[config.mk]
export PLATFORM = sky130hd
export DESIGN_NAME = alu_cmd_sequencer
export DESIGN_NICKNAME = d
export VERILOG_FILES = /design/src/rtl/alu_cmd_sequencer_pkg.sv /design/src/rtl/alu_cmd_fifo.sv /design/src/rtl/alu_cmd_sequencer.sv
export SDC_FILE = /design/constraint.sdc
export NUM_CORES = 1
export LEC_CHECK = 0
export BUFFER_PORTS_ARGS = -buffer_cell sky130_fd_sc_hd__buf_2
export CAP_MARGIN = 10
export CORE_ASPECT_RATIO = 0.5
export CORE_MARGIN = 3
export CORE_UTILIZATION = 35
export DETAILED_ROUTE_END_ITERATION = 8
export PLACE_DENSITY = 0.61
export SLEW_MARGIN = 10
export SYNTH_ARGS = -nofsm -noshare
export SYNTH_HDL_FRONTEND = slang
export SYNTH_HIERARCHICAL = 1
export SYNTH_SLANG_ARGS = --single-unit
[constraint.sdc]
create_clock -name clk -period 7.2 [get_ports clk]
set_input_delay 1.44 -clock clk [delete_from_list [all_inputs] [get_ports clk]]
set_output_delay 1.44 -clock clk [all_outputs]
set_load 0.03 [all_outputs]
[src/rtl/alu_cmd_sequencer_pkg.sv]
// Shared opcode map, opcode-to-ALU-string conversion and FSM state encoding
// for the ALU command sequencer.
package alu_pkg;

  localparam logic [2:0] OP_AND        = 3'd0;
  localparam logic [2:0] OP_SUBTRACT   = 3'd1;
  localparam logic [2:0] OP_SUBTRACT_A = 3'd2;
  localparam logic [2:0] OP_OR_AB      = 3'd3;
  localparam logic [2:0] OP_AND_AB     = 3'd4;
  localparam logic [2:0] OP_NOT_AB     = 3'd5;
  localparam logic [2:0] OP_EXOR       = 3'd6;
  localparam logic [2:0] OP_EXNOR      = 3'd7;

  typedef enum logic [1:0] {
    IDLE  = 2'd0,
    ISSUE = 2'd1,
    HOLD  = 2'd2
  } state_t;

  // String literals zero-extend on the left, giving the right-justified form.
  function automatic logic [119:0] op2str(input logic [2:0] op);
    logic [119:0] s;
    case (op)
      OP_AND:        s = "and";
      OP_SUBTRACT:   s = "subtract";
      OP_SUBTRACT_A: s = "subtract_a";
      OP_OR_AB:      s = "or_ab";
      OP_AND_AB:     s = "and_ab";
      OP_NOT_AB:     s = "not_ab";
      OP_EXOR:       s = "exor";
      OP_EXNOR:      s = "exnor";
      default:       s = '0;
    endcase
    return s;
  endfunction

endpackage

[src/rtl/alu_cmd_fifo.sv]
// Generic synchronous FIFO; one slot is kept free so full/empty come from
// pointer compares alone (capacity DEPTH-1).
module alu_cmd_fifo #(
  parameter int DEPTH = 4,
  parameter int WIDTH = 8
) (
  input  logic             clk,
  input  logic             rst_n,
  input  logic             push,
  input  logic             pop,
  input  logic [WIDTH-1:0] wdata,
  output logic [WIDTH-1:0] rdata,
  output logic             full,
  output logic             empty
);

  localparam int AW = (DEPTH > 1) ? $clog2(DEPTH) : 1;

  logic [AW-1:0]    wr_ptr;
  logic [AW-1:0]    rd_ptr;
  logic [WIDTH-1:0] mem [DEPTH];
  logic             do_push;
  logic             do_pop;

  assign empty   = (wr_ptr == rd_ptr);
  assign full    = ((wr_ptr + 1'b1) == rd_ptr);
  assign do_pop  = pop && !empty;
  assign do_push = push && (!full || do_pop);
  assign rdata   = mem[rd_ptr];

  always_ff @(posedge clk) begin
    if (!rst_n) begin
      wr_ptr <= '0;
      rd_ptr <= '0;
    end else begin
      if (do_push) wr_ptr <= wr_ptr + 1'b1;
      if (do_pop)  rd_ptr <= rd_ptr + 1'b1;
    end
  end

  always_ff @(posedge clk) begin
    if (do_push) mem[wr_ptr] <= wdata;
  end

endmodule

[src/rtl/alu_cmd_sequencer.sv]
// Feeds buffered commands to a combinational ALU and returns {c_out,sum}
// over a valid/ready handshake. Optional accumulator: define ALU_ACC_EN.
module alu_cmd_sequencer
  import alu_pkg::*;
#(
  parameter int DEPTH = 4,
  parameter int W     = 8
) (
  input  logic           clk,
  input  logic           rst_n,
  input  logic           cmd_valid,
  output logic           cmd_ready,
  input  logic [2:0]     cmd_op,
  input  logic [W-1:0]   cmd_a,
  input  logic [W-1:0]   cmd_b,
  input  logic           cmd_cin,
  input  logic           cmd_use_acc,
  output logic [119:0]   alu_oper,
  output logic [W-1:0]   alu_a,
  output logic [W-1:0]   alu_b,
  output logic           alu_cin,
  input  logic           alu_c_out,
  input  logic [W-1:0]   alu_sum,
  output logic           res_valid,
  input  logic           res_ready,
  output logic [W:0]     res_data
);

  localparam int CW = 3 + 2*W + 2;

  state_t          state;
  logic [CW-1:0]   head;
  logic            empty;
  logic            full;
  logic            push;
  logic            pop;
  logic [2:0]      head_op;
  logic [W-1:0]    head_a;
  logic [W-1:0]    head_b;
  logic            head_cin;
  logic            head_use;
  logic [W-1:0]    next_a;

  assign cmd_ready = !full;
  assign push      = cmd_valid && cmd_ready;
  assign pop       = !empty && ((state == IDLE) || ((state == HOLD) && res_ready));

  assign head_op  = head[2*W+2 +: 3];
  assign head_a   = head[W+2 +: W];
  assign head_b   = head[2 +: W];
  assign head_cin = head[1];
  assign head_use = head[0];

  alu_cmd_fifo #(
    .DEPTH (DEPTH),
    .WIDTH (CW)
  ) u_fifo (
    .clk   (clk),
    .rst_n (rst_n),
    .push  (push),
    .pop   (pop),
    .wdata ({cmd_op, cmd_a, cmd_b, cmd_cin, cmd_use_acc}),
    .rdata (head),
    .full  (full),
    .empty (empty)
  );

`ifdef ALU_ACC_EN
  logic [W-1:0] acc;
  assign next_a = head_use ? acc : head_a;
`else
  logic unused_use_acc;
  assign unused_use_acc = head_use;
  assign next_a = head_a;
`endif

  always_ff @(posedge clk) begin
    if (!rst_n) begin
      state     <= IDLE;
      alu_oper  <= '0;
      alu_a     <= '0;
      alu_b     <= '0;
      alu_cin   <= 1'b0;
      res_valid <= 1'b0;
      res_data  <= '0;
`ifdef ALU_ACC_EN
      acc       <= '0;
`endif
    end else begin
      // ALU operands change only on a pop, so they stay put in IDLE/HOLD.
      if (pop) begin
        alu_oper <= op2str(head_op);
        alu_a    <= next_a;
        alu_b    <= head_b;
        alu_cin  <= head_cin;
      end
      case (state)
        IDLE: begin
          if (!empty) state <= ISSUE;
        end
        ISSUE: begin
          res_data  <= {alu_c_out, alu_sum};
          res_valid <= 1'b1;
`ifdef ALU_ACC_EN
          acc       <= alu_sum;
`endif
          state     <= HOLD;
        end
        HOLD: begin
          if (res_ready) begin
            res_valid <= 1'b0;
            state     <= empty ? IDLE : ISSUE;
          end
        end
        default: state <= IDLE;
      endcase
    end
  end

endmodule
==> results of run 1 <==
[per-layer routing]
metal,track usage,share of wire,vias to the layer above
li1,-,-,1888
met1,0.168,0.44,1958
met2,0.226,0.49,132
met3,0.0354,0.059,19
met4,0.0597,0.015,4
met5,0,0.0020,-
[how the worst min path moves through the flow]
stage,from,to,slack [ns],depth (start not counted)
global placement,res_data[2],res_data[2],0.44,2
CTS,res_data[1],res_data[1],0.46,2
global route,res_data[5],res_data[5],0.48,2
detailed placement,res_data[1],res_data[1],0.45,2
floorplan,state[1],res_valid,0.45,1
finish,res_data[1],res_data[1],0.45,2
[state kept, by name, summed over array words and instances (netlist names), named ones only]
name and cells:
u_fifo/mem 80, alu_oper 28, res_data 9, alu_a 8
alu_b 8, state 2, u_fifo/rd_ptr 2, u_fifo/wr_ptr 2
alu_cin 1, res_valid 1
[cell type report]
type	count	area, µm²
inverter	15	56.3
clock inverter	15	174
fill	1574	9710
sequential	143	3660
multi-input combinational	292	1960
tap	227	284
clock buffer	17	425
timing repair buffer	128	658
[power groups by stage]
| stage | logic [mW] | registers (mW) | clock network, mW |
|---|---|---|---|
| 2_1_floorplan | 0.861 | 1.31 | 0 |
| 3_3_place_gp | 1.22 | 1.17 | 0 |
| 3_5_place_dp | 1.23 | 1.18 | 0 |
| 4_1_cts | 1.23 | 1.16 | 0.902 |
| 5_1_grt | 1.33 | 1.19 | 0.938 |
| 6_report | 1.22 | 1.16 | 0.884 |
[cell usage in the layout (no fill, tap or decap), types with 5 or more instances in the layout]
master	n
conb_1	59
nand3_1	20
dfxtp_1	63
nor2_2	5
inv_1	14
o21ai_0	38
buf_2	121
edfxtp_1	80
o2111ai_1	8
a21oi_1	52
nand2_1	25
mux4_2	20
ha_1	9
nand4_1	8
buf_4	7
inv_6	5
clkbuf_16	17
[tightest hold or removal path, delay by kind of cell (launching register included)]
kind	cells	cell delay (ns)
AND/OR/NAND/NOR	1	0.05
flip-flops	1	0.31
AO/OA/AOI/OAI	1	0.05
[metrics by stage]
stage	setup slack, ns	cell area (µm²)	std cells
after floorplan	3.60	6480	572
after global placement	3.54	6620	805
after detailed placement	3.54	6620	805
after CTS	3.69	7220	837
after global routing	3.60	7220	837
final	3.73	7220	837
==> results.md, run 1 <==
* Logic gate share of total power at 0.374
* CTS sink count at 143
* Final Slew Violations at 0
* Post-detailed-route wirelength per cell at 15.9 µm
* Resized Gates After CTS at 0
* Total Power at 3.26 mW
* Hold Worst Slack at 0.452 ns
* CTS tree: built
* Fmax at 0.288 GHz
* Routed WL at 13300 µm
* H-tree depth at 4
* Synthesized area at 6260 µm²
* Crit-path slowest cell: dfxtp_1
* Synth Warn # at 63
* R2R setup slack at 4.08 ns
* Starting Density at 0.370
* Root Buffer: clkbuf_16
* RR Startpoint: u_fifo/wr_ptr[0]
* Max Clock Skew at 0.0110 ns
* Num rows at 33
* Vias at about 4000
* Input/output buffers at 121
* DR vias/cell at between 4 and 5
* CTS max path bufs at 2
* Postcts setup bufs at 0
* Critical Path Fanout Max at 9
* First-pass GRT wire length at 20400 µm
* Final Hold Viols at 0
* CP cell instances: inv_1 > ha_1 > xor2_1 > nor2_1 > inv_1 > buf_2
* Min-delay worst type: flip-flop to flip-flop
* Skew-Pair Late Insertion Delay at ~0.42 ns
* Clock share of power at 0.271
* Crit path depth at 6
* Status: completed
* Clk slew on worst S/H paths at 0.06 ns
* Layout area overhead at 15.3%
* Crit path capture: cmd_ready
* Most frequent cell on the critical path: inv_1
* R2R Path End: u_fifo/mem[2][9]
* Final critical-path required period at 3.47 ns
* WP data arrival at 2.03 ns
* Hold_buf cts at 0
* Finished Core Util at 0.426
* Critical path data required time at 5.76 ns
* Top Ports at 182
* Kind of cell adding the most delay to the critical path: flip-flops
* Final setup fails at 0
* Global Route Usage Sum at 0.135
* Ant. Diodes at 0
* Critical path buffer and inverter count at 3
* Final net count at 640
* Worst setup path startpoint: u_fifo/wr_ptr[0]
* Total grt overflow at 0
* 1st-iter DRT viols at 180
* Cells after Synth at 514
* Part of the cycle the worst path needs at 0.482
* Peak VDD IR at 0.000175 V
* Avg Inst Size Synth at 12.2 µm²
* Switching share of power at 0.400
* Die Y at 101 µm
* Critical path capture point type: output port
* R2R cell count at 7
* Crit-path max cell delay at ~0.5 ns
* Slew HR at 0.313
* CP Launch Type: flip-flop
* GP Congestion at 0.746
* Setup TNS at 0 ns
* Hpwl dp at 8640 µm
* Number of global-route vias before repair at about 3800
* Total CTS buffers at 17
* Post-route ant nets at 0
* Initial antenna violation count at 2
* Largest net degree at the start of global routing at 44
* Max-Cap Viols at 0
* 1st-pass router iterations at 4
* Power per Cell Area at 452 nW/µm²
* Leak at 2.88 nW
* Cell-internal power at 1.96 mW
* Post-route DRC at 0
* Worst Max-Slew Pin Slew at between 1 and 1.5 ns
* Die ar. at roughly 20000 µm²
* Switching power at 1.30 mW
* Core footprint at 16900 µm²
* Reg power frac at 0.355
* Share of cells above drive strength 1 at 0.315
* Die Wd at ~200 µm
* Crit path kind: flip-flop to output port
* RSZ-0062 raised after global routing: false
Note: power is estimated with default switching activity, not from simulation.
==> run 2, diff against run 1 <==
--- a/config.mk
+++ b/config.mk
@@ -5,6 +5,7 @@
 export SDC_FILE = /design/constraint.sdc
 export NUM_CORES = 1
 export LEC_CHECK = 0
+export ABC_AREA = 1
 export BUFFER_PORTS_ARGS = -buffer_cell sky130_fd_sc_hd__buf_2
 export CAP_MARGIN = 10
 export CORE_ASPECT_RATIO = 0.5
==> constraint.sdc (replaced) <==
create_clock -name clk -period 3.2 [get_ports clk]
set_input_delay 0.64 -clock clk [delete_from_list [all_inputs] [get_ports clk]]
set_output_delay 0.64 -clock clk [all_outputs]
set_load 0.03 [all_outputs]
==> run 2 against run 1 <==
Effect of this change:
- flip-flop and latch count is the same
- final cell count grew 16%
- die area grew 0.31%
- first-iteration DRC count grew 9.4%
- synthesized area grew 0.32%
- hold slack lost 0.014 ns
- clock power grew 120%
- largest power group unchanged
==> results.md, run 2 <==
* Slew HR at 0.252 (-0.0614)
* Initial antenna violation count at 1 (-1)
* Max-Cap Viols at 0 (unchanged)
* Met2 Wirelength at 6640 µm (+2.3%)
* Clk slew on worst S/H paths at 0.06 ns (about the same)
* Final Hold Viols at 0 (unchanged)
* Num rows at 33 (unchanged)
* Number of global-route vias before repair at 4038 (+6.0%)
* Core footprint at 17000 µm² (+0.24%)
* Uppermost routed layer: met5
* Min-delay worst type: primary input to flip-flop
* Largest net degree at the start of global routing at 47 (+6.8%)
* Finished Layout Cells at 970 (+16%)
* R2R setup slack at 0.51 ns (-3.57 ns)
* Final Slew Violations at 0 (unchanged)
* Hold endpoint: u_fifo/mem[2][17]
* R2R cell count at 7 (unchanged)
* Largest Register: u_fifo/mem
* CP Launch Type: flip-flop
* Largest regs: u_fifo/mem (80), alu_oper (28), res_data (9)
* Input/output buffers at 121 (unchanged)
* First-pass GRT wire length at 21100 µm (+3.3%)
* Total Power at 7.76 mW (+140%)
* Max Clock Skew at 0.0134 ns (+0.00244 ns)
* Postcts setup bufs at 0 (unchanged)
* Worst Max-Slew Pin Slew at 1.12 ns (+0.0945 ns)
* DP Cell Count at 938 (+17%)
* DR vias/cell at 4.45 (-7.0%)
* Vias at 4314 (+7.8%)
* Hold_sp: cmd_a[7]
* Finished Core Util at 0.427 (about the same)
* Skew-Pair Late Insertion Delay at 0.42 ns (about the same)
* Crit path kind: flip-flop to flip-flop
* RSZ-0062 raised after global routing: false
* Fmax at 0.372 GHz
* Post-detailed-route wirelength per cell at 13.9 µm (-13%)
* Post-route DRC at 0 (unchanged)
* Root Buffer: clkbuf_16
* 1st-pass router iterations at 4 (unchanged)
* Max reg flops at 80 (unchanged)
* Synth Warn # at 63 (unchanged)
* CTS sink count at 143 (unchanged)
* Hold path depth at 1 (-1)
* CTS tree: built
* Power per Cell Area at 1070 nW/µm² (+140%)
* Wl on met1 at 5860 µm (+1.0%)
* Synthesized area at 6280 µm² (+0.32%)
* Peak VDD IR at 0.000515 V (+190%)
* Leak at 3.19 nW (+11%)
* Total grt overflow at 0 (unchanged)
* Resized Gates After CTS at 0 (unchanged)
* Top Ports at 182 (unchanged)
* Global Route Usage Sum at 0.136 (+0.00127)
* Post-route ant nets at 0 (unchanged)
* 1st-iter DRT viols at 197 (+9.4%)
* Ant. Diodes at 0 (unchanged)
* Final critical-path required period at 2.69 ns
* Final setup fails at 0 (unchanged)
* Critical path data required time at 3.47 ns (-2.29 ns)
* Avg Inst Size Synth at 9.83 µm² (-19%)
* Critical Path Fanout Max at 14 (+5)
* Hpwl dp at 9190 µm (+6.4%)
* H-tree depth at 4 (unchanged)
* GP Congestion at 0.776 (+4.0%)
* Most frequent cells in the layout: buf_2, nor2_1, edfxtp_1, o21ai_0, dfxtp_1
* Status: completed
* Final net count at 773 (+21%)
* WP data arrival at 2.96 ns (+0.93 ns)
* Die Wd at 195 µm (+0.16%)
* CTS max path bufs at 2 (unchanged)
* Critical path capture point type: flip-flop
* WL met3 at 865 µm (+10%)
* Layout area overhead at 15.3% (about the same)
* Die ar. at 19700 µm² (+0.31%)
* R2R Path End: alu_oper[18]
* Starting Density at 0.370 (about the same)
* Routed WL at 13500 µm (+1.2%)
* Hold_buf cts at 0 (unchanged)
* Total CTS buffers at 17 (unchanged)
* Setup TNS at 0 ns (unchanged)
* Die Y at 101 µm (+0.15%)
* Fill count at 1622 (+3.0%)
* Share of cells above drive strength 1 at 0.249 (-0.0658)
* Commonest non-fill, non-tap cell in the layout: buf_2
* Part of the cycle the worst path needs at 0.841
* Cells after Synth at 639 (+24%)
==> run 2: where the power goes <==
group	leakage (nW)	switching [mW]	total, mW	internal (mW)
logic	1.67	2.32	3.18	0.852
registers	1.25	0.217	2.67	2.46
clock network	0.276	0.809	1.91	1.10
==> run 2: how the worst max path moves through the flow <==
stage	startpoint	endpoint	slack, ns	depth (start not counted)
floorplan	u_fifo/wr_ptr[0]	u_fifo/mem[0][10]	0.47	13
global placement	flip-flop	alu_oper[32]	0.58	7
detailed placement	flip-flop	alu_oper[20]	0.56	7
CTS	flip-flop	alu_oper[20]	0.56	7
global route	flip-flop	alu_oper[20]	0.22	7
finish	flip-flop	alu_oper[18]	0.51	7
==> run 2: final cells by class <==
class | instances | area (µm²) | area share
well taps | 227 | 284 | 0.0392
inverters | 34 | 128 | 0.0176
repair buffers | 134 | 716 | 0.0988
clock inverters | 14 | 146 | 0.0202
flip-flops and latches | 143 | 3660 | 0.506
multi-input cells | 400 | 1870 | 0.259
clock buffers | 18 | 429 | 0.0593
==> run 2: through the flow <==
stage          instance area [µm²]  setup slack, ns  hold slack, ns
2_1_floorplan                 6500            0.473           0.482
3_3_place_gp                  6670            0.583           0.451
3_5_place_dp                  6670            0.557           0.459
4_1_cts                       7240            0.558           0.419
5_1_grt                       7240            0.218           0.414
6_report                      7240            0.510           0.438
==> run 2: metal layers <==
metal  up-vias  GRT usage
li1       2149          -
met1      2016      0.165
met2       139      0.237
met3         8     0.0427
met4         2     0.0411
met5         -          0
==> run 2: critical path, stage by stage (launching register included) <==
cell and delay [ns]:
dfxtp_1 0.69, o21ai_0 0.21, o22ai_1 0.89, inv_1 0.33, nand2_1 0.21, nand2_1 0.07
nand2_1 0.08, a21oi_1 0.06
==> run 3, diff against run 2 <==
--- a/config.mk
+++ b/config.mk
@@ -12,7 +12,7 @@
 export CORE_MARGIN = 3
 export CORE_UTILIZATION = 35
 export DETAILED_ROUTE_END_ITERATION = 8
-export PLACE_DENSITY = 0.61
+export PLACE_DENSITY = 0.64
 export SLEW_MARGIN = 10
 export SYNTH_ARGS = -nofsm -noshare
 export SYNTH_HDL_FRONTEND = slang
==> constraint.sdc (replaced) <==
create_clock -name clk -period 2.3 [get_ports clk]
set_input_delay 0.46 -clock clk [delete_from_list [all_inputs] [get_ports clk]]
set_output_delay 0.46 -clock clk [all_outputs]
set_load 0.03 [all_outputs]
==> run 3 against run 2 <==
Effect of this change:
- flip-flop and latch count did not move
- routed wire length rose by 0.89%
- hold slack got worse by 0.19 ns
- register-to-register slack got worse by 0.40 ns
- sequential share of layout area fell by 1.3 points
- sequential power rose by 40%
- power rose by 44%
- combinational power rose by 48%
- global-route usage fell by 0.056 points
- design area rose by 2.7%
- clock skew fell by 0.0017 ns
==> results.md, run 3 (synthesis results as in run 2) <==
* DR vias/cell at 4.45 (+0.10%)
* Hold_sp: cmd_a[7]
* Part of the cycle the worst path needs at 0.966
* Ant. Diodes at 0 (unchanged)
* Fmax at 0.450 GHz
* Vias at 4363 (+1.1%)
* Multi-input gate area at 1900 µm² (+1.3%)
* Global Route Usage Sum at 0.136 (-0.000557)
* Core footprint at 17000 µm² (unchanged)
* Starting Density at 0.370 (unchanged)
* Layout area overhead at 18.4%
* Post-detailed-route wirelength per cell at 13.9 µm (-0.14%)
* Max-Cap Viols at 0 (unchanged)
* Critical Path Fanout Max at 6 (-8)
* RSZ-0062 raised after global routing: false
* Fill count at 1610 (-0.74%)
* Post-route ant nets at 0 (unchanged)
* Max Clock Skew at 0.0117 ns (-0.00171 ns)
* Gr busiest metal: met2
* Leak at 3.28 nW (+2.8%)
* Hpwl dp at 9270 µm (+0.89%)
* Largest Register: u_fifo/mem
* Largest regs: u_fifo/mem (80), alu_oper (28), res_data (9)
* Largest net degree at the start of global routing at 47 (unchanged)
* CTS sink count at 143 (unchanged)
* Status: completed
* Share of cells above drive strength 1 at 0.267 (+0.0179)
* Commonest non-fill, non-tap cell in the layout: buf_2
* Number of global-route vias before repair at 4060 (+0.54%)
* Finished Core Util at 0.438 (+0.0115)
* WP data arrival at 1.76 ns (-1.20 ns)
* Num rows at 33 (unchanged)
* R2R Path End: u_fifo/mem[0][13]
* Skew-Pair Late Insertion Delay at 0.42 ns (about the same)
* Final Slew Violations at 0 (unchanged)
* Hold_buf cts at 0 (unchanged)
* Hold Worst Slack at 0.250 ns (-0.188 ns)
* Most frequent cells in the layout: buf_2, nor2_1, edfxtp_1, o21ai_0, dfxtp_1
* Die Wd at 195 µm (unchanged)
* Root Buffer: clkbuf_16
* Crit path kind: flip-flop to output port
* Critical path capture point type: output port
* Power per Cell Area at 1500 nW/µm² (+40%)
* Placed instance area at 6800 µm² (+2.0%)
* R2R cell count at 9 (+2)
* CP Launch Type: flip-flop
* First-pass GRT wire length at 21000 µm (-0.59%)
* H-tree depth at 4 (unchanged)
* Die Y at 101 µm (unchanged)
* Grt met3 use at 0.0417 (-0.00100)
* Final Hold Viols at 0 (unchanged)
* 1st-iter DRT viols at 229 (+16%)
* Hold path depth at 1 (unchanged)
* Final net count at 783 (+1.3%)
* 1st-pass router iterations at 4 (unchanged)
* Total grt overflow at 0 (unchanged)
* M2 GR Usage at 0.233 (-0.00401)
* Min-delay worst type: primary input to flip-flop
* Final non-filler cell area at 7440 µm² (+2.7%)
* Routed WL at 13600 µm (+0.89%)
* Top Ports at 182 (unchanged)
* Clk slew on worst S/H paths at 0.07 ns (about the same)
* CTS tree: built
* Total CTS buffers at 17 (unchanged)
* Final setup fails at 0 (unchanged)
* CTS max path bufs at 2 (unchanged)
* Initial antenna violation count at 1 (unchanged)
* Die ar. at 19700 µm² (unchanged)
* Peak VDD IR at 0.000724 V (+40%)
* Slew HR at 0.587 (+0.335)
* GRT met1 Usage at 0.166 (+0.000847)
* Critical path data required time at 1.84 ns (-1.63 ns)
* Input/output buffers at 121 (unchanged)
* GP Congestion at 0.840 (+8.3%)
* Hold endpoint: u_fifo/mem[0][17]
* Post-route DRC at 0 (unchanged)
* R2R setup slack at 0.11 ns (-0.40 ns)
* Sequential cell area at 3670 µm² (+0.14%)
* Max reg flops at 80 (unchanged)
* Worst Max-Slew Pin Slew at 0.619 ns (-0.503 ns)
* RR Startpoint: u_fifo/wr_ptr[0]
* Total Power at 11.2 mW (+44%)
* Final critical-path required period at 2.22 ns
## run 3: worst max-delay path by stage
stage / from / cells past startpoint / to / slack (ns)
6_report: u_fifo/wr_ptr[0] / 6 / cmd_ready / 0.08
5_1_grt: u_fifo/wr_ptr[0] / 6 / cmd_ready / 0.006
4_1_cts: u_fifo/wr_ptr[0] / 6 / cmd_ready / 0.02
3_5_place_dp: u_fifo/wr_ptr[0] / 8 / u_fifo/mem[3][2] / 0.08
3_3_place_gp: u_fifo/wr_ptr[0] / 8 / u_fifo/mem[3][2] / 0.16
2_1_floorplan: u_fifo/wr_ptr[0] / 13 / u_fifo/mem[0][10] / -0.12
## run 3: area by class of cell
| cell class | instances | share of cell area |
|---|---|---|
| Clock buffer | 17 | 0.0572 |
| Inverter | 34 | 0.0172 |
| Multi-Input combinational cell | 400 | 0.255 |
| Timing Repair Buffer | 144 | 0.115 |
| Sequential cell | 143 | 0.493 |
| Clock inverter | 15 | 0.0239 |
| Tap cell | 227 | 0.0382 |
## run 3: per-stage QoR
step                      setup slack, ns  TNS, ns  cells
after floorplan                    -0.123    -9.83    697
after global placement              0.160        0    947
after detailed placement           0.0846        0    947
after CTS                          0.0151        0    980
after global routing              0.00641        0    980
final                              0.0784        0    980
## run 3: worst max-delay path, cell delays in order, from the launching register on
cell     delay (ns)
dfxtp_4        0.38
inv_1          0.08
ha_1           0.35
xor2_2         0.18
nor2_4         0.14
inv_1          0.04
buf_2          0.17
## run 3: report_power, final
| group | internal (mW) | switching [mW] | leakage, nW |
|---|---|---|---|
| logic | 1.38 | 3.34 | 1.74 |
| clock network | 1.55 | 1.18 | 0.292 |
| registers | 3.42 | 0.305 | 1.25 |
## run 3: metal layers
metal / wire length, µm / up-vias
met4: 186 / 2
met1: 5980 / 2036
met3: 842 / 23
li1: - / 2166
met5: 13 / -
met2: 6550 / 136
## run 3: timing repair
action                     CTS  global route
buffers inserted             1             0
pin swaps                    1             1
gates resized for setup      3             4
setup endpoints to repair    1            72
